--- config.mk ---
export PLATFORM = sky130hd
export DESIGN_NAME = arbitro_round_robin
export DESIGN_NICKNAME = d
export VERILOG_FILES = /design/src/rtl/arbitro_round_robin_pkg.sv /design/src/rtl/arbitro_round_robin_shift_bits_left.sv /design/src/rtl/arbitro_round_robin.sv
export SDC_FILE = /design/constraint.sdc
export NUM_CORES = 1
export LEC_CHECK = 0
export CAP_MARGIN = 5
export CORE_MARGIN = 2
export CORE_UTILIZATION = 50
export CTS_CLUSTER_DIAMETER = 60
export DETAILED_ROUTE_END_ITERATION = 10
export GPL_ROUTABILITY_DRIVEN = 0
export HOLD_SLACK_MARGIN = 0.06
export PLACE_DENSITY = 0.74
export SLEW_MARGIN = 0
export SYNTH_ARGS = -nofsm -noshare
export SYNTH_HDL_FRONTEND = slang
export SYNTH_HIERARCHICAL = 1
export SYNTH_SLANG_ARGS = --single-unit
--- constraint.sdc ---
create_clock -name clk -period 2.5 [get_ports clk]
set_input_delay 0.75 -clock clk [delete_from_list [all_inputs] [get_ports clk]]
set_output_delay 0.75 -clock clk [all_outputs]
set_load 0.01 [all_outputs]
--- src/rtl/arbitro_round_robin_pkg.sv ---
// Shared definitions for the five-way round-robin arbiter of the filter core.
package arbitro_round_robin_pkg;

  localparam int unsigned N_SOLICITANTES = 5;
  localparam int unsigned ANCHO_CONT     = 8;

  localparam logic [N_SOLICITANTES-1:0] PUNTERO_RESET = 5'b00001;

  typedef enum logic [1:0] {
    LIBRE     = 2'b00,
    EVALUA    = 2'b01,
    CONCEDIDO = 2'b10
  } estado_t;

endpackage

--- src/rtl/arbitro_round_robin_shift_bits_left.sv ---
// One-position rotate left of the priority token (index 0 -> 1 -> ... -> 4 -> 0).
module shift_bits_left
  import arbitro_round_robin_pkg::*;
(
  input  logic [N_SOLICITANTES-1:0] entrada,
  output logic [N_SOLICITANTES-1:0] salida
);

  assign salida = {entrada[N_SOLICITANTES-2:0], entrada[N_SOLICITANTES-1]};

endmodule

--- src/rtl/arbitro_round_robin.sv ---
// Round-robin arbiter sharing one filter datapath between five requesters.
// A one-hot token scans one position per cycle; the grant is held until the
// holder finishes, withdraws its request, or reaches the maximum tenure.
module arbitro_round_robin
  import arbitro_round_robin_pkg::*;
#(
  parameter int unsigned TIEMPO_MAX = 16
)
(
  input  logic                      clk,
  input  logic                      rst_n,
  input  logic [N_SOLICITANTES-1:0] solicitud,
  input  logic                      fin,
  output logic [N_SOLICITANTES-1:0] concesion,
  output logic                      ocupado,
  output logic                      expiro,
  output logic [N_SOLICITANTES-1:0] puntero
);

  // Last count value of a tenure; reaching it on an edge revokes the grant.
  localparam logic [ANCHO_CONT-1:0] LIMITE = ANCHO_CONT'(TIEMPO_MAX - 1);

  estado_t                   estado;
  logic [ANCHO_CONT-1:0]     cont;
  logic [N_SOLICITANTES-1:0] puntero_rot;
  logic                      sigue_pidiendo;
  logic                      liberar;

  shift_bits_left u_rotl (
    .entrada (puntero),
    .salida  (puntero_rot)
  );

  // The holder's own request bit; other requesters are ignored during tenure.
  assign sigue_pidiendo = |(solicitud & concesion);
  assign liberar        = fin || !sigue_pidiendo || (cont == LIMITE);

  // Arbitration FSM with token, tenure counter and registered grant outputs.
  always_ff @(posedge clk or negedge rst_n) begin
    if (!rst_n) begin
      estado    <= LIBRE;
      puntero   <= PUNTERO_RESET;
      cont      <= '0;
      concesion <= '0;
      ocupado   <= 1'b0;
      expiro    <= 1'b0;
    end else begin
      expiro <= 1'b0;
      case (estado)
        LIBRE: begin
          concesion <= '0;
          ocupado   <= 1'b0;
          if (|solicitud) estado <= EVALUA;
        end
        EVALUA: begin
          if (solicitud == '0) begin
            estado <= LIBRE;
          end else if (|(solicitud & puntero)) begin
            concesion <= puntero;
            ocupado   <= 1'b1;
            cont      <= '0;
            estado    <= CONCEDIDO;
          end else begin
            puntero <= puntero_rot;
          end
        end
        CONCEDIDO: begin
          cont <= cont + 1'b1;
          if (liberar) begin
            concesion <= '0;
            ocupado   <= 1'b0;
            puntero   <= puntero_rot;
            estado    <= LIBRE;
            // Only a pure timeout is flagged; fin or withdrawal take precedence.
            expiro    <= !fin && sigue_pidiendo;
          end
        end
        default: begin
          estado    <= LIBRE;
          concesion <= '0;
          ocupado   <= 1'b0;
        end
      endcase
    end
  end

endmodule

### Word-level counts from Yosys, hierarchy flattened

Cells that the tools add are included.
Widths: inputs -> output; s select.

* flip-flop bits (word level): 22

* add/subtract/negate cells: 1
* eq/ne operators: 9
* multiplexer cells: 22
* bitwise operators: 2
* reductions and logical operators: 15

Operators with widths (number)
* $mux 5: 6
* $pmux 5 s2: 2
* $mux 8: 2
* $pmux 8 s2: 1
* $reduce_or 5->1: 3
* $and 5x5->5: 2
* $ne 2x2->1 const B: 5
* $reduce_and 3->1: 3
* $add 8x1->8 const B: 1
* $eq 8x4->1 const B: 1
* $mux 2: 4
* $pmux 2 s3: 1
* $logic_not 5->1: 1
* $mux 1: 5
* $reduce_and 4->1: 1
* $ne 3x3->1 const B: 1
* $eq 2x1->1 const B: 1
* $eq 2x2->1 const B: 1
* $logic_not 1->1: 2
* $logic_not 2->1: 1
* $logic_or 1x1->1: 2
* $pmux 1 s2: 1
* $reduce_bool 2->1: 1
* $logic_and 1x1->1: 1

### Longest topological paths before layout

Gate-level depths: netlist (run 1).

* word-level depth: 7
* gate-level depth with buffers: 6
* depth with buffers taken out: 5

### By module

The synthesis (run 1) kept the hierarchy.

Modules (own cells, without submodules)
* arbitro_round_robin: instances 1, cells an instance 104, area each 1079.8 um2, seq. area each 551.8 um2
* shift_bits_left: instances 1, cells an instance 5, area each 37.5 um2, seq. area each 0.0 um2

### Worst setup path after synthesis (run 1)

Ideal clock, no wire load.

* kind: input to register
* start: input port solicitud[1]
* end: register puntero[1]
* library setup time: 0.134 ns
* arrival: 1.864 ns
* path slack: 0.503 ns
* stages on the path: 4
* cell sequence: or4_1 -> nor2_1 -> o21a_1 -> o211ai_1

* word-level cells in the longest chain between the ends: 7

RTL lines
* from (decl): line arbitro_round_robin.sv:12 `input logic [N_SOLICITANTES-1:0] solicitud,`
* $and 5x5->5: line arbitro_round_robin.sv:35 `assign sigue_pidiendo = |(solicitud & concesion);`
* $reduce_or 5->1: line arbitro_round_robin.sv:35
* $logic_not 1->1: line arbitro_round_robin.sv:36 `assign liberar = fin || !sigue_pidiendo || (cont == LIMITE);`
* $logic_or 1x1->1 (2 in series): line arbitro_round_robin.sv:36
* $ne 2x2->1 (no line)
* $reduce_and 4->1 (no line) *
* to (signal assigned): line arbitro_round_robin.sv:64 `puntero <= puntero_rot;`
* to (signal assigned): line arbitro_round_robin.sv:72 `puntero <= puntero_rot;`
* to (decl): line arbitro_round_robin.sv:17 `output logic [N_SOLICITANTES-1:0] puntero`

Mark *: on every way between the ends. The rest lies on a longest branch, timed or not.
A chain may end at the register's enable or synchronous reset.

### Worst setup path in the final report (run 1)

* start: register puntero[0]
* end: output port puntero[0]

No word-level cell between the ends.

==> flow_summary.toml, run 1 <==
[synthesis]
synth_ff_type = "dfrtp_1"
netlist_instances = 109
synth_area_um2 = 1120
synth-async-reset-ratio_pct = 100
ys_ff_latch = 22
seq_area_frac_synth_pct = 49.4
netlist_top_cells_area = "dfrtp_1, o211ai_1, a22o_1"
synthSimpleGateAreaFrac_pct = 16.3
ys_warn_count = 6
synth_top_cell_by_area = "dfrtp_1"
synth_fa_ha_area_share_pct = 1.12
synth_nets = 118
yosys.cell_types.count = 29
muxShareOfSynthArea_pct = 0
synth_common_cells = "dfrtp_1, nor2_1, o211ai_1, nand3_1, o21ai_0"
synth_top_area_share_pct = 47.0
synthXorXnorAreaFrac_pct = 4.70
synth_edf_count = 0
synth_top_family_by_area = "compound AO/OA/AOI/OAI gates"
avgSynthCellArea_um2 = 10.3
synth.most_common_cell = "dfrtp_1"
synth_compound_area_share_pct = 23.2

[die]
initial_core_util_pct = 51.5
die_h_um = 51.3
io_pins = 20
core_um2 = 2170
row_count = 17
fp.dieW_um = 51.3
die-area_um2 = 2630

[clocking]
root_buffer = "clkbuf_4"
numCtsBuffers = 3
ctsHoldBuffers = 0
clkTransAtPathRegs_ns = 0.12
cts_tree = "built"
htreeDepth = 1
clk_latency_ns = 0.30
cts_setup_buffers = 0
cts_resized = 0
clockBufferDepth = 2
clock-sinks = 22

[global_route]
grt_max_degree = 23
antenna_found_initial = 0
grt-ovfl-total = 0
grt_pass1_vias = 909
grt_pass1_wl_um = 4030
grt_util_all_layers_pct = 20.4

[timing]
rsz0062_at_grt = "false"
fin_ws_ns = 0.304
period_share_pct = 87.8
drv_slew = 0
whs_ns = 0.493
setup_viol = 0
setup-tns-final_ns = 0
tightest_slew_ns = 0.700
timing.max_slew.rel_slack_pct = 53.0
finalCriticalPeriod_ns = 2.20
timing.fmax_ghz = 0.455
finalClockSkew_ns = 0.000757
hold_violations = 0

[drt]
wire_per_inst_um = 15.4
dr_total_vias = 952
vias_per_cell = 6.10
wirelength_um = 2400
drtIter0Drc = 14
first_pass_iters = 4
postRouteAntennaNets = 0
drc = 0

[power_and_ir_drop]
seqPwrFrac_pct = 61.7
p_per_area_nw_per_um2 = 428
p_sw_share_pct = 20.8
internal_power_mw = 0.458
clkPwrFrac_pct = 33.8
ir_worst_vdd_mv = 0.255
leakage_nw = 0.511
p_sw_mw = 0.120
combPwrFrac_pct = 4.5

[cells_and_area]
final_util_pct = 62.2
fillers = 200
insertedDiodeCount = 0
area_growth_pct = 20.8
final_cells = 156
nets = 138
drive_gt1_share_pct = 7.81

[setup_path]
cp_max_fo = 6
crit_path_start_kind = "register"
reg2reg_depth = 4
path_class = "reg2out"
cpMaxStageDelayCell = "dfstp_2"
cpPeakStageDelay_ns = 0.60
path_cells = "clkdlybuf4s50_1"
cp.required_ns = 1.75
crit_family = "flip-flops"
path_buf_inv = 1
cp_num_cells = 1
cp_data_arrival_time_ns = 1.45
end_kind = "output pin"

[placement]
dpl.cell_count = 152
port-buffer-count = 19
dp_slack_ns = 0.00945
dp_hpwl_um = 1750

[hold_path]
min_path_cells = 1
hp-class = "reg2reg"

[flow_run]
maxCapViolCount = 0

[status]
run_status = "finished clean"
==> power groups by stage <==
stage	Combinational [mW]	Sequential, mW	Clock [mW]
after CTS	0.0264	0.357	0.202
after floorplan	0.00326	0.363	0
after global placement	0.0260	0.363	0
final	0.0260	0.357	0.195
after global routing	0.0285	0.357	0.211
after detailed placement	0.0265	0.363	0
==> sequential cells by signal, indices dropped and copies added, names as in the netlist <==
name / count
cont: 8
expiro: 1
puntero: 5
ocupado: 1
estado: 2
concesion: 5
==> cell families (layout without fill, tap and decap cells) <==
kind of cell    after synthesis  in the layout
compound gates               35             35
xor+xnor                      6              6
fa+ha+maj                     1              1
buf+inv                       8             27
flops                        22             22
simple gates                 37             37
==> cell type report <==
cell class / count / area [um^2] / share of cell area, %
multi-input combinational: 79 / 507 / 37.5
timing repair buffer: 23 / 220 / 16.3
sequential: 22 / 552 / 40.9
clock buffer: 4 / 36.3 / 2.69
tap: 28 / 35.0 / 2.60
==> metrics by stage <==
stage | cell area (um^2) | power (mW)
after global placement | 1310 | 0.389
after global routing | 1350 | 0.596
final | 1350 | 0.578
after CTS | 1350 | 0.585
after detailed placement | 1310 | 0.390
after floorplan | 1120 | 0.367
==> layer usage <==
metal | routed length, um | global-route usage [%] | up-vias
met5 | 0 | 0 | -
met4 | 23 | 7.89 | 0
met3 | 99 | 4.09 | 4
met2 | 1260 | 35.5 | 33
met1 | 1020 | 24.9 | 471
li1 | - | - | 444
==> final timing paths <==
kind	slack, ns	startpoint	end
worst max-delay path	0.30	puntero[0]	puntero[0]
worst min register to register	0.49	ocupado	ocupado
min in group asynchronous	0.78	rst_n	puntero[1]
worst min-delay path	0.49	ocupado	ocupado
worst max register to register	0.77	puntero[4]	concesion[3]
max in group asynchronous	1.45	rst_n	puntero[0]
==> placed cells by master (no fill, tap or decap), types with 3 or more instances in the layout <==
cell type / n
a22o_1: 5
buf_4: 4
clkbuf_4: 3
clkdlybuf4s50_1: 19
dfrtp_1: 21
nand2_1: 6
nand3_1: 8
nor2_1: 11
nor2b_1: 3
o211ai_1: 10
o21ai_0: 7
xnor2_1: 5
Power figures use the tool's default switching activity.
==> run 2: changes to the inputs <==
- CORE_MARGIN: 2 -> 4
==> flow_summary.toml, run 2 (synthesized netlist as in run 1, its figures left out) <==
[placement]
port-buffer-count = 19
dp_slack_ns = 0.0101
dp_hpwl_um = 1800

[cells_and_area]
insertedDiodeCount = 0
layout_common_cells = "dfrtp_1, clkdlybuf4s50_1, nor2_1"
area_growth_pct = 22.2
final_common_cell = "dfrtp_1"
fillers = 175
top_register = "cont"
reg_top3 = "cont (8), concesion (5), puntero (5)"
drive_gt1_share_pct = 7.81
final_util_pct = 66.9
nets = 138
multi_input_area_um2 = 507
largest_reg_flops = 8
seqCellArea_um2 = 552

[setup_path]
cp_max_fo = 7
cpMaxStageDelayCell = "clkdlybuf4s50_1"
path_cells = "clkdlybuf4s50_1 -> a222oi_1 -> nand3_1 -> o21a_1 -> o211ai_1"
cpPeakStageDelay_ns = 0.44
cp.required_ns = 2.73
path_class = "in2reg"
rrSetupSlack_ns = 0.52
end_kind = "register"
crit_path_start_kind = "input port"
cp_data_arrival_time_ns = 2.46

[die]
core_um2 = 2040
io_pins = 20
initial_core_util_pct = 54.7
die-area_um2 = 3050
row_count = 16
die_h_um = 55.3
fp.dieW_um = 55.3

[timing]
setup-tns-final_ns = 0
drv_slew = 0
setup_viol = 0
timing.max_slew.rel_slack_pct = 46.3
rsz0062_at_grt = "false"
period_share_pct = 89.0
finalCriticalPeriod_ns = 2.23
fin_ws_ns = 0.274
hold_violations = 0
finalClockSkew_ns = 0.00105
tightest_slew_ns = 0.801
timing.fmax_ghz = 0.449

[clocking]
clk_latency_ns = 0.31
clkTransAtPathRegs_ns = 0.12
cts_setup_buffers = 0
clock-sinks = 22
ctsHoldBuffers = 0
root_buffer = "clkbuf_4"
cts_tree = "built"
numCtsBuffers = 3
htreeDepth = 1
cts_resized = 0
clockBufferDepth = 2

[drt]
postRouteAntennaNets = 0
wire_per_inst_um = 16.7
drtIter0Drc = 51
dr_total_vias = 964
vias_per_cell = 6.22
drc = 0
first_pass_iters = 4
wirelength_um = 2590

[global_route]
antenna_found_initial = 0
grt-ovfl-total = 0
grt_pass1_wl_um = 4350
met2_usage_pct = 28.0
grt_pass1_vias = 928
grt_util_all_layers_pct = 17.5
grt_max_degree = 23
use_met1_pct = 23.8
top_usage_layer = "met2"
grtUsageMet3_pct = 3.50

[hold_path]
hp-class = "reg2reg"

[flow_run]
maxCapViolCount = 0

[power_and_ir_drop]
leakage_nw = 0.519
ir_worst_vdd_mv = 0.291
p_per_area_nw_per_um2 = 480

[status]
run_status = "finished clean"
run 2: cell types whose count changed in the layout (fill, tap and decap cells not counted):
cell / delta
bufinv_16: +1
clkbuf_8: -1
run 2: path summary, 6_finish.rpt:
path | from | to | cells after the start
max | solicitud[0] | puntero[4] | 5
min | ocupado | ocupado | 1
max reg2reg | estado[0] | puntero[2] | 4
min reg2reg | ocupado | ocupado | 1
max in group asynchronous | rst_n | puntero[0] | 2
min in group asynchronous | rst_n | concesion[1] | 2
run 2: worst max-delay path: cells and delay by family:
kind                   cells  cell delay (ns)
buffers and inverters      1             0.44
AO/OA/AOI/OAI              3             0.94
AND/OR/NAND/NOR            1             0.32
run 2: layout make-up:
cell class | count | area share (%)
sequential | 22 | 40.4
multi-input combinational | 79 | 37.1
timing repair buffer | 23 | 16.1
tap | 27 | 2.47
clock inverter | 1 | 2.20
clock buffer | 3 | 1.65
run 2: metal layers:
layer | routed length [um] | vias up
met5 | 0 | -
met4 | 23 | 0
met3 | 167 | 4
met2 | 1210 | 41
met1 | 1190 | 474
li1 | - | 445
run 2: where the power goes:
| part | switching [mW] | total [mW] | internal, mW | leakage (nW) |
|---|---|---|---|---|
| Combinational | 0.0134 | 0.0259 | 0.0125 | 0.229 |
| Sequential | 0.000422 | 0.357 | 0.356 | 0.262 |
| Clock | 0.111 | 0.273 | 0.162 | 0.0279 |
| Total | 0.125 | 0.656 | 0.531 | 0.519 |
run 2: per-stage QoR:
step	std cells	hold WS (ns)	total power [mW]	area, um^2
6_report	155	0.509	0.656	1370
5_1_grt	155	0.543	0.679	1370
4_1_cts	155	0.524	0.661	1370
3_5_place_dp	151	0.494	0.389	1310
3_3_place_gp	151	0.465	0.389	1310
2_1_floorplan	109	0.454	0.367	1120
==> run 3: changes to the inputs <==
--- a/constraint.sdc
+++ b/constraint.sdc
@@ -3,2 +3,2 @@
 set_output_delay 0.75 -clock clk [all_outputs]
-set_load 0.01 [all_outputs]
+set_load 0.1 [all_outputs]
==> flow_summary.toml, run 3 (synthesized netlist as in run 1, its figures left out) <==
[status]
run_status = "finished clean"

[cells_and_area]
final_cells = 155
area_growth_pct = 19.5
drive_gt1_share_pct = 17.2
insertedDiodeCount = 0
nets = 138
largest_reg_flops = 8
reg_top3 = "cont (8), concesion (5), puntero (5)"
fillers = 174
top_register = "cont"
layout_common_cells = "dfrtp_1, buf_4, nor2_1"
final_common_cell = "dfrtp_1"

[die]
die_h_um = 55.3
core_um2 = 2040
die-area_um2 = 3050
row_count = 16
fp.dieW_um = 55.3
io_pins = 20
initial_core_util_pct = 54.7

[setup_path]
crit_family = "compound AO/OA/AOI/OAI gates"
cp_max_fo = 7
reg2reg_depth = 4
cp_data_arrival_time_ns = 2.43
path_buf_inv = 1
end_kind = "register"
crit_path_start_kind = "input port"
cp.required_ns = 2.73
path_cells = "clkdlybuf4s50_1 -> a222oi_1 -> nand3_1 -> o21a_1 -> o211ai_1"
path_class = "in2reg"
cp_num_cells = 5
cpPeakStageDelay_ns = 0.44
cpMaxStageDelayCell = "clkdlybuf4s50_1"

[drt]
wirelength_um = 2590
drtIter0Drc = 43
first_pass_iters = 4
wire_per_inst_um = 16.7
postRouteAntennaNets = 0
drc = 0
dr_total_vias = 943
vias_per_cell = 6.08

[timing]
drv_slew = 0
setup_viol = 0
period_share_pct = 88.1
timing.max_slew.rel_slack_pct = 50.3
timing.fmax_ghz = 0.454
setup-tns-final_ns = 0
finalCriticalPeriod_ns = 2.20
rsz0062_at_grt = "false"
hold_violations = 0
finalClockSkew_ns = 0.0192
tightest_slew_ns = 0.741

[global_route]
grt-ovfl-total = 0
grt_pass1_vias = 916
grt_util_all_layers_pct = 18.0
grt_pass1_wl_um = 4470
antenna_found_initial = 0
grt_max_degree = 23

[clocking]
clkTransAtPathRegs_ns = 0.14
clk_latency_ns = 0.32
clockBufferDepth = 2
cts_resized = 0
cts_tree = "built"
root_buffer = "clkbuf_4"
clock-sinks = 22
numCtsBuffers = 3
cts_setup_buffers = 0
htreeDepth = 1
ctsHoldBuffers = 0

[power_and_ir_drop]
leakage_nw = 0.544
p_per_area_nw_per_um2 = 494
ir_worst_vdd_mv = 0.455

[placement]
dpl.cell_count = 151
dp_hpwl_um = 1800
port-buffer-count = 19

[flow_run]
maxCapViolCount = 0

[hold_path]
hp-class = "reg2reg"
min_path_cells = 1
run 3: changes by cell type in the layout (fill, tap and decap cells not counted), sizes merged:
cell and delta:
buf +12, clkdlybuf4s50 -12
run 3: path summary, 6_finish.rpt:
check,end,slack [ns],startpoint
max in group asynchronous,puntero[0],1.45,rst_n
setup / recovery,puntero[4],0.30,solicitud[0]
hold / removal,ocupado,0.50,ocupado
min in group asynchronous,concesion[4],0.75,rst_n
setup reg to reg,puntero[2],0.54,estado[0]
hold reg to reg,ocupado,0.50,ocupado
run 3: layout make-up:
class / count / area (um^2) / area share, %
Clock buffer: 3 / 22.5 / 1.69
Clock inverter: 1 / 30.0 / 2.25
Multi-Input combinational cell: 79 / 507 / 38.0
Sequential cell: 22 / 552 / 41.3
Tap cell: 27 / 33.8 / 2.53
Timing Repair Buffer: 23 / 190 / 14.2
run 3: where the power goes:
group / switching [mW] / internal (mW) / leakage [nW]
Combinational: 0.0133 / 0.0125 / 0.254
Clock: 0.114 / 0.162 / 0.0279
Sequential: 0.000499 / 0.356 / 0.262
run 3: per-stage QoR:
stage	power (mW)	utilization (%)	worst slack, ns	area, um^2	hold WS (ns)
finish	0.659	65.4	0.296	1340	0.502
CTS	0.662	65.4	0.330	1340	0.501
floorplan	0.367	-	0.397	1120	0.454
global placement	0.389	62.8	0.0838	1280	0.469
detailed placement	0.389	62.8	0.0330	1280	0.474
global route	0.680	65.4	0.145	1340	0.533
run 3: layer usage:
| metal | wire, um | share of wire, % | global-route usage [%] |
|---|---|---|---|
| met1 | 1190 | 46 | 24.7 |
| met3 | 230 | 8.9 | 3.96 |
| met2 | 1130 | 44 | 28.0 |
| met5 | 0 | 0 | 0 |
| met4 | 36 | 1.4 | 6.25 |
==> patch: new RTL, settings of run 3 <==
The package constant `N_SOLICITANTES` goes from 5 to 10.
--- a/src/rtl/arbitro_round_robin_pkg.sv
+++ b/src/rtl/arbitro_round_robin_pkg.sv
@@ -1,7 +1,7 @@
 // Shared definitions for the five-way round-robin arbiter of the filter core.
 package arbitro_round_robin_pkg;
 
-  localparam int unsigned N_SOLICITANTES = 5;
+  localparam int unsigned N_SOLICITANTES = 10;
   localparam int unsigned ANCHO_CONT     = 8;
 
   localparam logic [N_SOLICITANTES-1:0] PUNTERO_RESET = 5'b00001;
Ports: changed (resized concesion, puntero and solicitud); port bits go from 20 to 35. No check against the original RTL was run, so the function may have changed too.
==> patch against run 3 <==
Power is 25% higher; register-to-register slack worse by 30 ps; routed wire length rose by 29%; synthesized area increased by 32%; worst setup slack got worse by 180 ps; critical endpoint is now puntero[8]$_DFFE_PN0P_; sequential cell count is 10 higher; cell area rose by 40%; first-iteration DRC count down 37%; largest power group unchanged; critical path depth up 2; core utilization increased by 1.9 points.
==> patch: results (changes against run 3) <==
outcome complete, no violations (unchanged); post-synthesis adder-cell area fraction 0.8460% (was 1.120%); # nets final 179 (was 138); WL/cell 17.08 um (was 16.72 um); Netlist cell types 31 (was 29); Mapped Nets 139 (was 118); clock slew at reported path FFs 90 ps (was 140 ps); layout cells sized above 1 35.15% (was 17.19%); largest net degree at the start of global routing 33 (was 23); top post-synthesis cells by area dfrtp_1 52%, mux2_2 7.6%, a22o_1 5.9% (was dfrtp_1 47%, o211ai_1 6.7%, a22o_1 3.9%); placed cell count 189 (was 151); cts bufs inserted 5 (was 3); Worst VDD drop 0.3290 mV (was 0.4549 mV); beginning of the critical path solicitud[2] (was solicitud[0]); reg-to-reg startpoint cont[4]$_DFFE_PN0P_ (was estado[0]$_DFFE_PN0P_); dpl hpwl 2581 um (was 1799 um); post-layout instance area 1872 um^2 (was 1335 um^2); Layout Cells excl Fill 196 (was 155); critical hold path startpoint estado[0]$_DFFE_PN0P_ (was ocupado$_DFFE_PN0P_); post-synthesis sequential area ratio 54.23% (was 49.38%); clock skew 9.028 ps (was 19.21 ps); dpl ws -238.6 ps (was 32.99 ps); via count 1124 (was 943); Placed Area 1819 um^2 (was 1282 um^2); crit-path max cell delay 510 ps (was 440 ps); H-tree depth 2 (was 1); worst slew pin tran 382.7 ps (was 741.3 ps); number of global-route vias before repair 1220 (was 916); first-pass GRT wire length 5920 um (was 4471 um)
## patch: cell types whose count changed in the layout (fill, tap and decap cells not counted), sizes merged, moves of 3 or more
cell,change
clkdlybuf4s50,+5
dfrtp,+10
o21ai,-6
clkbuf,+3
mux2,+10
o211ai,-10
buf,+18
a22o,+5
a22oi,+8
nand3,-3
## patch: area by class of cell
cell class | instances | area share, %
clock buffer | 6 | 2.206
clock inverter | 1 | 0.2674
multi-input combinational | 80 | 31.82
sequential | 32 | 42.91
tap | 31 | 2.072
timing repair buffer | 46 | 20.72
## patch: worst paths after layout
| path | to | slack, ps | cells after the start |
|---|---|---|---|
| setup / recovery | puntero[8]$_DFFE_PN0P_ | 120 | 7 |
| hold / removal | estado[0]$_DFFE_PN0P_ | 490 | 1 |
| setup reg to reg | puntero[8]$_DFFE_PN0P_ | 510 | 5 |
| hold reg to reg | estado[0]$_DFFE_PN0P_ | 490 | 1 |
| max in group asynchronous | puntero[0]$_DFFE_PN1P_ | 1370 | 2 |
| min in group asynchronous | concesion[3]$_DFFE_PN0P_ | 800 | 2 |
## patch: cells by family (layout without fill, tap and decap cells)
family	after synthesis	in the layout
flops	32	32
fa+ha+maj	1	1
compound gates	31	31
xor+xnor	6	6
buf+inv	13	53
simple gates	32	32
mux	10	10
## patch: power by group
part	leakage [nW]	internal [mW]	switching (mW)
registers	0.395	0.517	0.0000142
clock network	0.0281	0.103	0.163
logic	0.458	0.0216	0.0192
## patch: repair_timing
action / CTS / global route
buffers inserted: 0 / 0
gates resized for setup: 0 / 1
setup endpoints to repair: 0 / 1
## patch: metal layers
metal	vias up	wire [um]	GRT usage, %
li1	531	-	-
met1	556	1528	25.82
met2	30	1599	29.02
met3	7	175	5.396
met4	0	44	5.570
met5	-	0	0
